## src/rtl/dvi_pkg.sv

```systemverilog
// Shared DVI constants: TMDS symbol width, channel map, pixel-to-bit clock ratio
// and the default clock-channel symbol.
package dvi_pkg;

  localparam int TMDS_W  = 10;
  localparam int NUM_CH  = 4;
  localparam int DIV     = 5;
  localparam int PHASE_W = 3;

  localparam logic [TMDS_W-1:0] CLK_PATTERN_DEF = 10'b0000011111;

  localparam int CH_B   = 0;
  localparam int CH_G   = 1;
  localparam int CH_R   = 2;
  localparam int CH_CLK = 3;

  localparam logic [PHASE_W-1:0] LAST_PHASE = PHASE_W'(DIV - 1);

endpackage

```

## src/rtl/tmds_shift10.sv

```systemverilog
// One channel of the DDR serializer: 10-bit word register that loads a symbol
// and then shifts out two bits per bit-clock cycle, LSB first.
module tmds_shift10
  import dvi_pkg::*;
(
  input  logic              i_clk,
  input  logic              i_rstn,
  input  logic              i_load,
  input  logic [TMDS_W-1:0] i_word,
  output logic              o_rise,
  output logic              o_fall
);

  logic [TMDS_W-1:0] sr_q;
  logic [TMDS_W-1:0] sr_d;

  always_comb begin
    sr_d = {2'b00, sr_q[TMDS_W-1:2]};
    if (i_load) begin
      sr_d = i_word;
    end
  end

  always_ff @(posedge i_clk or negedge i_rstn) begin
    if (!i_rstn) begin
      sr_q <= '0;
    end else begin
      sr_q <= sr_d;
    end
  end

  // Outputs come straight from the flops so the DDR cells see no logic skew.
  assign o_rise = sr_q[0];
  assign o_fall = sr_q[1];

endmodule

```

## src/rtl/tmds_serializer.sv

```systemverilog
// TMDS 10:1 serializer in the 5x bit-clock domain. A mod-5 phase counter, aligned
// with the pixel-clock divider by the shared reset, times symbol capture and load.
module tmds_serializer
  import dvi_pkg::*;
#(
  parameter int                LOAD_PHASE  = 2,
  parameter logic [TMDS_W-1:0] CLK_PATTERN = CLK_PATTERN_DEF
) (
  input  logic              i_clk,
  input  logic              i_rstn,
  input  logic [TMDS_W-1:0] i_sym0,
  input  logic [TMDS_W-1:0] i_sym1,
  input  logic [TMDS_W-1:0] i_sym2,
  output logic [NUM_CH-1:0] o_rise,
  output logic [NUM_CH-1:0] o_fall,
  output logic              o_load,
  output logic [PHASE_W-1:0] o_phase
);

  // Capture at phase 4 would collide with the load of the same hold registers.
  if (LOAD_PHASE < 0 || LOAD_PHASE > 3) begin : g_bad_load_phase
    $error("tmds_serializer: LOAD_PHASE must be in 0..3");
  end

  localparam logic [PHASE_W-1:0] CAP_PHASE = PHASE_W'(LOAD_PHASE);

  logic [PHASE_W-1:0] phase_q;
  logic [PHASE_W-1:0] phase_d;
  logic               capture;
  logic               load;

  always_comb begin
    phase_d = phase_q + PHASE_W'(1);
    if (phase_q == LAST_PHASE) begin
      phase_d = '0;
    end
  end

  always_ff @(posedge i_clk or negedge i_rstn) begin
    if (!i_rstn) begin
      phase_q <= '0;
    end else begin
      phase_q <= phase_d;
    end
  end

  assign capture = (phase_q == CAP_PHASE);
  assign load    = (phase_q == LAST_PHASE);

  logic [2:0][TMDS_W-1:0] hold_q;
  logic [2:0][TMDS_W-1:0] hold_d;

  always_comb begin
    hold_d = hold_q;
    if (capture) begin
      hold_d = {i_sym2, i_sym1, i_sym0};
    end
  end

  always_ff @(posedge i_clk or negedge i_rstn) begin
    if (!i_rstn) begin
      hold_q <= '0;
    end else begin
      hold_q <= hold_d;
    end
  end

  logic [NUM_CH-1:0][TMDS_W-1:0] words;

  always_comb begin
    words         = '0;
    words[CH_B]   = hold_q[CH_B];
    words[CH_G]   = hold_q[CH_G];
    words[CH_R]   = hold_q[CH_R];
    words[CH_CLK] = CLK_PATTERN;
  end

  for (genvar k = 0; k < NUM_CH; k++) begin : g_ch
    tmds_shift10 u_shift (
      .i_clk  (i_clk),
      .i_rstn (i_rstn),
      .i_load (load),
      .i_word (words[k]),
      .o_rise (o_rise[k]),
      .o_fall (o_fall[k])
    );
  end

  assign o_load  = load;
  assign o_phase = phase_q;

endmodule

```

## config.mk

```make
export PLATFORM = sky130hd
export DESIGN_NAME = tmds_serializer
export DESIGN_NICKNAME = d
export VERILOG_FILES = /design/src/rtl/dvi_pkg.sv /design/src/rtl/tmds_shift10.sv /design/src/rtl/tmds_serializer.sv
export SDC_FILE = /design/constraint.sdc
export NUM_CORES = 1
export LEC_CHECK = 0
export CORE_MARGIN = 2
export CORE_UTILIZATION = 50
export DETAILED_ROUTE_END_ITERATION = 7
export PLACE_DENSITY = 0.76
export SYNTH_ARGS = -nofsm -noshare
export SYNTH_HDL_FRONTEND = slang
export SYNTH_SLANG_ARGS = --single-unit
```

## constraint.sdc

```tcl
create_clock -name i_clk -period 4.9 [get_ports i_clk]
set_clock_uncertainty 0.15 [all_clocks]
set_input_delay 0.98 -clock i_clk [delete_from_list [all_inputs] [get_ports i_clk]]
set_output_delay 0.98 -clock i_clk [all_outputs]
set_load 0.02 [all_outputs]
```

Yosys cells after proc, flatten, opt, wreduce, memory -nomap -nowiden

Index checks and enable logic that the tools add are counted.

Word-level logic and storage cells: 16
Output and inout bits: 12
Register bits: 73
Bits of input ports: 32

$add $sub $neg: 1
Mux-type cells: 5
Eq/ne operators: 2

Operators with widths:

| cell                  | count |
|---|---|
| $mux W10              | 3 |
| $mux W8               | 1 |
| $add A3 B1 Y3 const B | 1 |
| $eq A3 B2 Y1 const B  | 1 |
| $eq A3 B3 Y1 const B  | 1 |
| $mux W3               | 1 |

Depth between registers and ports, before layout

Depth in word-level cells: 2
Depth in mapped cells: 6
Gate-level depth less buffers: 5

Cells and area by module

From an unflattened synthesis, not the netlist that was laid out.

Cell total of the unflattened synthesis: 162
Area, all modules: 3015.4 um^2

By module, submodules not included:

| module          | times used | cells an instance | area each (um^2) | sequential area each (um^2) |
|---|---|---|---|---|
| tmds_shift10    | 4          | 21                | 396.6            | 250.2 |
| tmds_serializer | 1          | 78                | 1428.9           | 825.8 |

Worst setup path after synthesis

OpenSTA, ideal clock, no wires.

Path kind: register to output
From: register phase_q[0], in the netlist o_phase[0]
To: output o_load
Arrival: 1192 ps
Slack: 2578 ps
Buffers on the path: 1
Cell stages (with the launch flop): 6
Data required time: 3770 ps
Path through: dfrtp_1 > inv_1 > ha_1 > nand2_4 > inv_4 > buf_6

Longest elaborated chain between the ends: 1

RTL lines:

| what                     | RTL line              | text |
|---|---|---|
| start: declaration       | tmds_serializer.sv:27 | `logic [PHASE_W-1:0] phase_q;` |
| start signal: assignment | tmds_serializer.sv:43 | `phase_q <= phase_d;` |
| $eq A3 B3 Y1             | tmds_serializer.sv:48 | `assign load = (phase_q == LAST_PHASE);` |
| end: declaration         | tmds_serializer.sv:16 | `output logic o_load,` |

Every way passes these cells.

Final worst setup path

Same ends and word-level chain as after synthesis.

==> results_dict.tcl <==
set metrics [dict create \
    seq_area_frac_synth_pct 65.4 \
    final_common_cell "dfrtp_1" \
    fp.dieH_um 75.0 \
    p_int_w 0.000888 \
    antenna_found_initial 0 \
    grt_use_met3_pct 4.28 \
    crit_type "register to primary output" \
    grtUsageMet2_pct 26.0 \
    hold_buffers 0 \
    antenna_left 0 \
    fmax_mhz 295 \
    status "finished, final reports clean" \
    yosysTopAreaCellShare_pct 65.4 \
    p_leak_nw 1.40 \
    setup_viol 0 \
    p_seq_share_pct 50.5 \
    cts.path.max_buffers 2 \
    avgSynthCellArea_um2 16.6 \
    cp_max_fo 24 \
    initialDrtViolationCount 49 \
    fin_nets 229 \
    hold_violations 0 \
    core_area_um2 4790 \
    synth-main-ff-cell "dfrtp_1" \
    routed_via_density 4.82 \
    hpwl_mm 2.39 \
    ir_worst_vdd_mv 0.403 \
    drc 0 \
    pwr-share-comb_pct 5.8 \
    syn_inst 152 \
    switching_share_pct 21.0 \
    clk_pin_slew_ns 0.07 \
    post_cts_resized 0 \
    ys_warn_count 0 \
    seqCellArea_um2 1650 \
    endpoint_kind "primary output" \
    finalPower_w 0.00112 \
    power.density_nw_per_um2 357 \
    syn_to_final_growth_pct 24.7 \
    cp_slowest_cell "clkdlybuf4s50_1" \
    cts_max_level 3 \
    top_usage_layer "met2" \
    clock-sinks 66 \
    maxSlewViolCount 0 \
    rsz0062_at_grt "false" \
    period_share_pct 69.1 \
    gp_congestion 0.668 \
    syn-cell-area_um2 2520 \
    die-area_um2 5630 \
    met1_usage_pct 19.4 \
    slowest_delay_ns 0.67 \
    cts_made_buffers 9 \
    firstDrtPassIters 2 \
    path_cells "inv_1 -> ha_1 -> nand2_4 -> inv_4 -> clkdlybuf4s50_1" \
    cp_data_arrival_time_ns 2.26 \
    crit_family "buffers and inverters" \
    p_sw_w 0.000236 \
    cts_root_buf "clkbuf_8" \
    clkPwrFrac_pct 43.7 \
    async_flop_share_pct 100 \
    port_buffers 43 \
    worst_pin_slew_ns 0.890 \
    synth_area_leaders "dfrtp_1, mux2_2, mux2_1" \
    wl_per_cell_um 14.4 \
    floorplan.initialDensity_pct 52.7 \
    critPathRequiredTime_ns 3.77 \
    n_fill_cell 357 \
    final_cell_mix "dfrtp_1, clkdlybuf4s50_1, mux2_2" \
    num_io_pins 44 \
    rows 25 \
    min_path_cells 1 \
    min_period_ns 3.39 \
    worstSetupPathDepth 5 \
    synthDistinctLibCells 14 \
    hp-class "register to register" \
    crit_start "o_phase[0]" \
    fin_tns_setup_ns 0 \
    synth_area_leader_cell "dfrtp_1" \
    grt_use_total_pct 16.1 \
    wl_mm 3.83 \
    vias 1283 \
    synth_edf_count 0 \
    rr_worst_depth 4 \
    grt_max_degree 67 \
    insertion_delay_ns 0.33 \
    grt_pass1_vias 1423 \
    cts_setup_buffers 0 \
    drive_gt1_share_pct 29.1 \
    r2r_start "o_phase[0]" \
    relSlewSlack_pct 40.5 \
    synthesis.nets 187 \
    grt_pass1_wl_mm 6.50 \
    cts_tree "done" \
    maxCapViolCount 0 \
    path_buf_inv 3 \
    start_kind "register" \
    min_from "g_ch[3].u_shift.sr_q[3]" \
    diodes 0 \
    die-width_um 75.0 \
    ys_ff_latch 66 \
    multiInputGateArea_um2 747 \
    globalRoute.totalOverflow 0 \
]
synth_stat cells (2+ instances only):
cell and n:
inv_1 2, and3_1 6, mux2_2 35, nand2b_1 2, mux2_4 2, ha_1 3
nor2_1 2, dfrtp_1 66, buf_4 8, buf_6 5, mux2_1 18
final cells by class:
cell class | instances | area share, %
Inverter | 3 | 0.437
Tap cell | 67 | 2.66
Clock inverter | 7 | 2.98
Timing Repair Buffer | 44 | 13.8
Clock buffer | 9 | 3.94
Sequential cell | 66 | 52.5
Multi-Input combinational cell | 70 | 23.7
power groups by stage:
| stage | Combinational [W] | Sequential [W] | Clock, W |
|---|---|---|---|
| 2_1_floorplan | 0.0000271 | 0.000576 | 0 |
| 3_3_place_gp | 0.0000643 | 0.000577 | 0 |
| 3_5_place_dp | 0.0000664 | 0.000578 | 0 |
| 4_1_cts | 0.0000668 | 0.000568 | 0.000501 |
| 5_1_grt | 0.0000723 | 0.000569 | 0.000525 |
| 6_report | 0.0000652 | 0.000568 | 0.000491 |
cell families after synthesis:
logic type                 Yosys count  share of synthesized area, %
DFF                                 66                          65.4
muxes                               55                          24.8
buffers and inverters               16                          5.16
and+or+nand+nor                     12                          3.07
adders and majority gates            3                          1.49
final timing paths:
path	end	slack (ns)
max	o_load	1.51
min	g_ch[3].u_shift.sr_q[2]	0.30
max reg2reg	hold_q[5]	2.80
min reg2reg	g_ch[3].u_shift.sr_q[2]	0.30
max in group asynchronous	hold_q[2]	3.41
min in group asynchronous	g_ch[2].u_shift.sr_q[0]	0.67
routing by layer:
| metal | part of all wire (%) | routed length [um] |
|---|---|---|
| met1 | 43 | 1640 |
| met2 | 50 | 1930 |
| met3 | 4.5 | 172 |
| met4 | 2.1 | 81 |
| met5 | 0 | 0 |
state kept, by name, indices dropped and copies added (netlist names):
| register | count |
|---|---|
| g_ch.u_shift.sr_q | 33 |
| hold_q | 30 |
| o_phase | 3 |
metrics by stage:
step	setup slack [ns]	cells	area, um2	utilization, %	hold WS (ns)
6_report	1.51	266	3150	65.8	0.304
5_1_grt	1.35	266	3150	65.8	0.316
4_1_cts	1.47	266	3150	65.8	0.310
3_5_place_dp	1.85	250	2930	61.2	0.293
3_3_place_gp	1.93	250	2930	61.2	0.269
2_1_floorplan	2.58	152	2520	-	0.258
worst register-to-register path, stage by stage (launching register included):
cell     delay [ns]
dfrtp_1        0.42
inv_1          0.10
ha_1           0.15
nor2b_4        0.74
mux2_2         0.43
Power figures use the tool's default switching activity.
==> edit 1: new RTL, same flow settings <==
Reset style: synchronous (`i_rstn`), changed in 3 clocked blocks.
--- a/src/rtl/tmds_shift10.sv
+++ b/src/rtl/tmds_shift10.sv
@@ -21,7 +21,7 @@
     end
   end
 
-  always_ff @(posedge i_clk or negedge i_rstn) begin
+  always_ff @(posedge i_clk) begin
     if (!i_rstn) begin
       sr_q <= '0;
     end else begin
--- a/src/rtl/tmds_serializer.sv
+++ b/src/rtl/tmds_serializer.sv
@@ -36,7 +36,7 @@
     end
   end
 
-  always_ff @(posedge i_clk or negedge i_rstn) begin
+  always_ff @(posedge i_clk) begin
     if (!i_rstn) begin
       phase_q <= '0;
     end else begin
@@ -57,7 +57,7 @@
     end
   end
 
-  always_ff @(posedge i_clk or negedge i_rstn) begin
+  always_ff @(posedge i_clk) begin
     if (!i_rstn) begin
       hold_q <= '0;
     end else begin
Behaviour: differs if i_rstn is asserted again (counterexample within 4 cycles, from zero or initial values and one cycle with i_rstn low); with i_rstn held inactive, the same outputs for 10 cycles.
==> edit 1 against the original RTL <==
Register-to-register slack improved by 0.13 ns. Hold slack got worse by 0.018 ns. Fmax grew 0.86%. Synthesized area fell by 0.79%. Sequential power decreased by 0.7%. Cell area down 4.1%. Final cell count increased by 33%. Count of clock-buffer cells in the layout rose by 4. First-iteration DRC count increased by 45%. Power shrank 6.6%. Wire length is 4.6% higher. Setup slack improved by 0.029 ns. Sequential cell count stayed put. Critical path depth unchanged. Critical path type unchanged.
==> edit 1: results (changes against the original RTL) <==
* CTS Buf Count at 9 (unchanged)
* Largest net degree at the start of global routing at 65 (-3.0%)
* Total of fill cells in the finished design at 408 (+14%)
* Area grow syn2layout at 20.6%
* GRT met3 Usage at 7.63% (+3.3 points)
* R2R Setup Slk at 2.93 ns (+0.13 ns)
* Multi-input comb cells at 157 (+120%)
* M1 WL at 1.93 mm (+18%)
* Initial drt markers at 71 (+45%)
* Worst-Margin Slew at 1.13 ns (+0.235 ns)
* Total number of vias at 1607 (+25%)
* Pleak at 1.20 nW (-15%)
* Met3 WL post-DR at 203 µm (+18%)
* Max layer used: met4
* Non-clk bufs at 44 (unchanged)
* Outcome: completed
* Worst r2r dst: hold_q[1]
* Peak VDD IR at 202 µV (-50%)
* Post-Syn Area per Cell at 9.97 µm² (-40%)
* Nets@finish at 316 (+38%)
* Hold wc startpoint: g_ch[1].u_shift.sr_q[8]
* CP max stage delay at 0.65 ns (-0.02 ns)
* Arrival @ worst endpoint at 2.23 ns (-0.03 ns)
* Hold EP: g_ch[1].u_shift.sr_q[6]
* Crit path time final at 3.36 ns (-0.0287 ns)
* Synth top area cells: dfxtp_1, mux2i_1, nand2_1, buf_4, buf_2
* WHS Path Cells at 2 (+1)
* Ys flop type: dfxtp_1
* Layout cells sized above 1 at 6.29% (-23 points)
* Gpl congestion at 0.720 (+7.8%)
* DP Area at 2860 µm² (-2.5%)
* Met1 GRT Util at 18.8% (-0.66 points)
* Crit Path Max Fanout at 16 (-33%)
* # clk buffers at 13 (+4)
* Buffering overhead at 14.3% (+0.58 points)
* DP Cell Count at 337 (+35%)
* Pre-CTS worst setup slack at 1.90 ns (+0.0476 ns)
* Setup crit start: o_phase[0]
* Clk tree area frac at 5.43% (-1.5 points)
* GRT Total Usage at 15.8% (-0.34 points)
* Number of global-route vias before repair at 1451 (+2.0%)
* Seq/Total Area, Yosys at 52.8% (-13 points)
* Register Area at 1320 µm² (-20%)
* Mapped Cells at 251 (+65%)
* M2 GR Usage at 23.6% (-2.4 points)
* DRT Wirelength at 4.00 mm (+4.6%)
* Most common library cells after synthesis: nand2_1, dfxtp_1, mux2i_1
* First-pass GRT wire length at 6.39 mm (-1.7%)
* Routed WL per cell at 11.3 µm (-21%)
* Synthesized net count at 286 (+53%)
* Worst skew pair latency at 0.33 ns (about the same)
* WL met2 at 1.81 mm (-6.2%)
* Worst hold slack at 0.286 ns (-0.0181 ns)
* Drt first pass iters at 4 (+2)
* Netlist cell types at 16 (+2)
* Asr flop ratio synth at 0% (-100 points)
* Multi-input combinational area share at 33.2% (+9.5 points)
* Hpwl dp at 2.48 mm (+3.5%)
[edit 1: changes by cell type after synthesis, sizes merged, moves of 3 or more]
cell,before,now
nand2,1,86
dfxtp,0,66
buf,13,25
and3,6,3
dfrtp,66,0
and2,0,6
mux2i,0,54
mux2,55,0
[edit 1: logic make-up (layout without fill, tap and decap cells)]
| kind of cell | Yosys count | count (layout) | synth area share [%] |
|---|---|---|---|
| buf+inv | 28 | 63 | 7.45 |
| flops | 66 | 66 | 52.8 |
| simple gates | 97 | 97 | 15.8 |
| compound gates | 3 | 3 | 0.899 |
| mux | 54 | 54 | 21.6 |
| fa+ha+maj | 3 | 3 | 1.50 |
[edit 1: power breakdown]
part	internal [mW]	total, mW	switching [mW]
Combinational	0.0544	0.104	0.0494
Clock	0.195	0.382	0.187
Sequential	0.557	0.564	0.00736
[edit 1: worst reg2reg max path: stages (launching register included)]
cell and delay [ns]:
dfxtp_1 0.33, inv_1 0.09, ha_1 0.15, nor2b_4 0.90, mux2i_1 0.28
==> edit 2: new RTL, same settings <==
Without the edit above. `NUM_CH`: 4 -> 8.
--- a/src/rtl/dvi_pkg.sv
+++ b/src/rtl/dvi_pkg.sv
@@ -3,7 +3,7 @@
 package dvi_pkg;
 
   localparam int TMDS_W  = 10;
-  localparam int NUM_CH  = 4;
+  localparam int NUM_CH  = 8;
   localparam int DIV     = 5;
   localparam int PHASE_W = 3;
 
Interface: changed (resized o_fall and o_rise); port bits go from 44 to 52. No check against the original RTL was run, so the function may have changed too.
==> edit 2 against the original RTL <==
Sequential power about the same. Die area up 2.0%. First-iteration DRC count is 69% higher. Count of clock-buffer cells in the layout rose by 5. Via count increased by 0.23%. Sequential cell count is the same. Synthesized area grew 2.1%. Critical endpoint unchanged. Power fell by 11%. Wire length fell by 0.50%. Setup slack lost 0.15 ns. Cell area is 1.3% lower.
==> edit 2: results (changes against the original RTL) <==
* Outcome: completed
* M1 WL at 1.58 mm (-3.8%)
* Most common library cells after synthesis: dfrtp_1, mux2_2, mux2_1
* Seq/Total Area, Yosys at 64.1% (-1.4 points)
* Worst Reg2Reg Path Length in Cells at 4 (unchanged)
* Multiplexer area fraction after synthesis at 24.0% (-0.81 points)
* Peak VDD IR at 204 µV (-49%)
* Nets@finish at 237 (+3.5%)
* Compound-gate portion of the synthesized area at 0% (unchanged)
* Sw frac at 20.8% (-0.16 points)
* Crit Path Max Fanout at 23 (-4.2%)
* Gpl congestion at 0.850 (+27%)
* CP max stage delay at 0.70 ns (+0.03 ns)
* Met3 WL post-DR at 195 µm (+13%)
* Total of fill cells in the finished design at 395 (+11%)
* DRT Wirelength at 3.81 mm (-0.50%)
* Synth warn at 0 (unchanged)
* Worst-Margin Slew at 0.831 ns (-0.0598 ns)
* Largest net degree at the start of global routing at 35 (-48%)
* Combinational power share at 6.9% (+1.1 points)
* Worst r2r dst: hold_q[12]
* Number of flip-flops in the largest register at 33 (unchanged)
* First-pass GRT wire length at 6.23 mm (-4.1%)
* Initial drt markers at 83 (+69%)
* Arrival @ worst endpoint at 2.40 ns (+0.14 ns)
* Hpwl dp at 2.70 mm (+13%)
* Layout cells sized above 1 at 24.4% (-4.8 points)
* WL met2 at 1.94 mm (+0.73%)
* Total number of vias at 1286 (+0.23%)
* Clock share of power at 36.5% (-7.2 points)
* Worst hold slack at 0.295 ns (-0.00889 ns)
* Post-Synth Adder-Cell Area at 1.46% (-0.031 points)
* GRT Total Usage at 15.4% (-0.68 points)
* R2R Setup Slk at 2.83 ns (+0.03 ns)
* Clock slew seen by the registers of the worst setup and hold paths at 0.06 ns
## edit 2: changes by cell type after synthesis
cell / before / now
buf_4: 8 / 16
inv_2: 0 / 1
mux2_4: 2 / 0
conb_1: 0 / 1
inv_4: 1 / 0
mux2_1: 18 / 20
## edit 2: area by class of cell
class	count	area share, %
clock buffer	14	4.92
inverter	3	0.363
multi-input combinational	78	24.8
sequential	66	53.2
tap	70	2.82
timing repair buffer	44	13.9
## edit 2: through the flow
step | instances | worst slack, ns | area [µm²] | power, mW | util (%)
floorplan | 168 | 2.56 | 2600 | 0.612 | -
global placement | 261 | 1.80 | 2950 | 0.646 | 58.6
detailed placement | 261 | 1.70 | 2950 | 0.650 | 58.6
CTS | 275 | 1.32 | 3110 | 1.02 | 61.6
global route | 275 | 1.21 | 3110 | 1.05 | 61.6
finish | 275 | 1.37 | 3110 | 1.00 | 61.6
## edit 2: per-layer routing
layer  GRT usage [%]  vias up
li1                -      601
met1            17.5      644
met2            24.7       33
met3            4.63        8
met4            11.1        0
met5               0        -
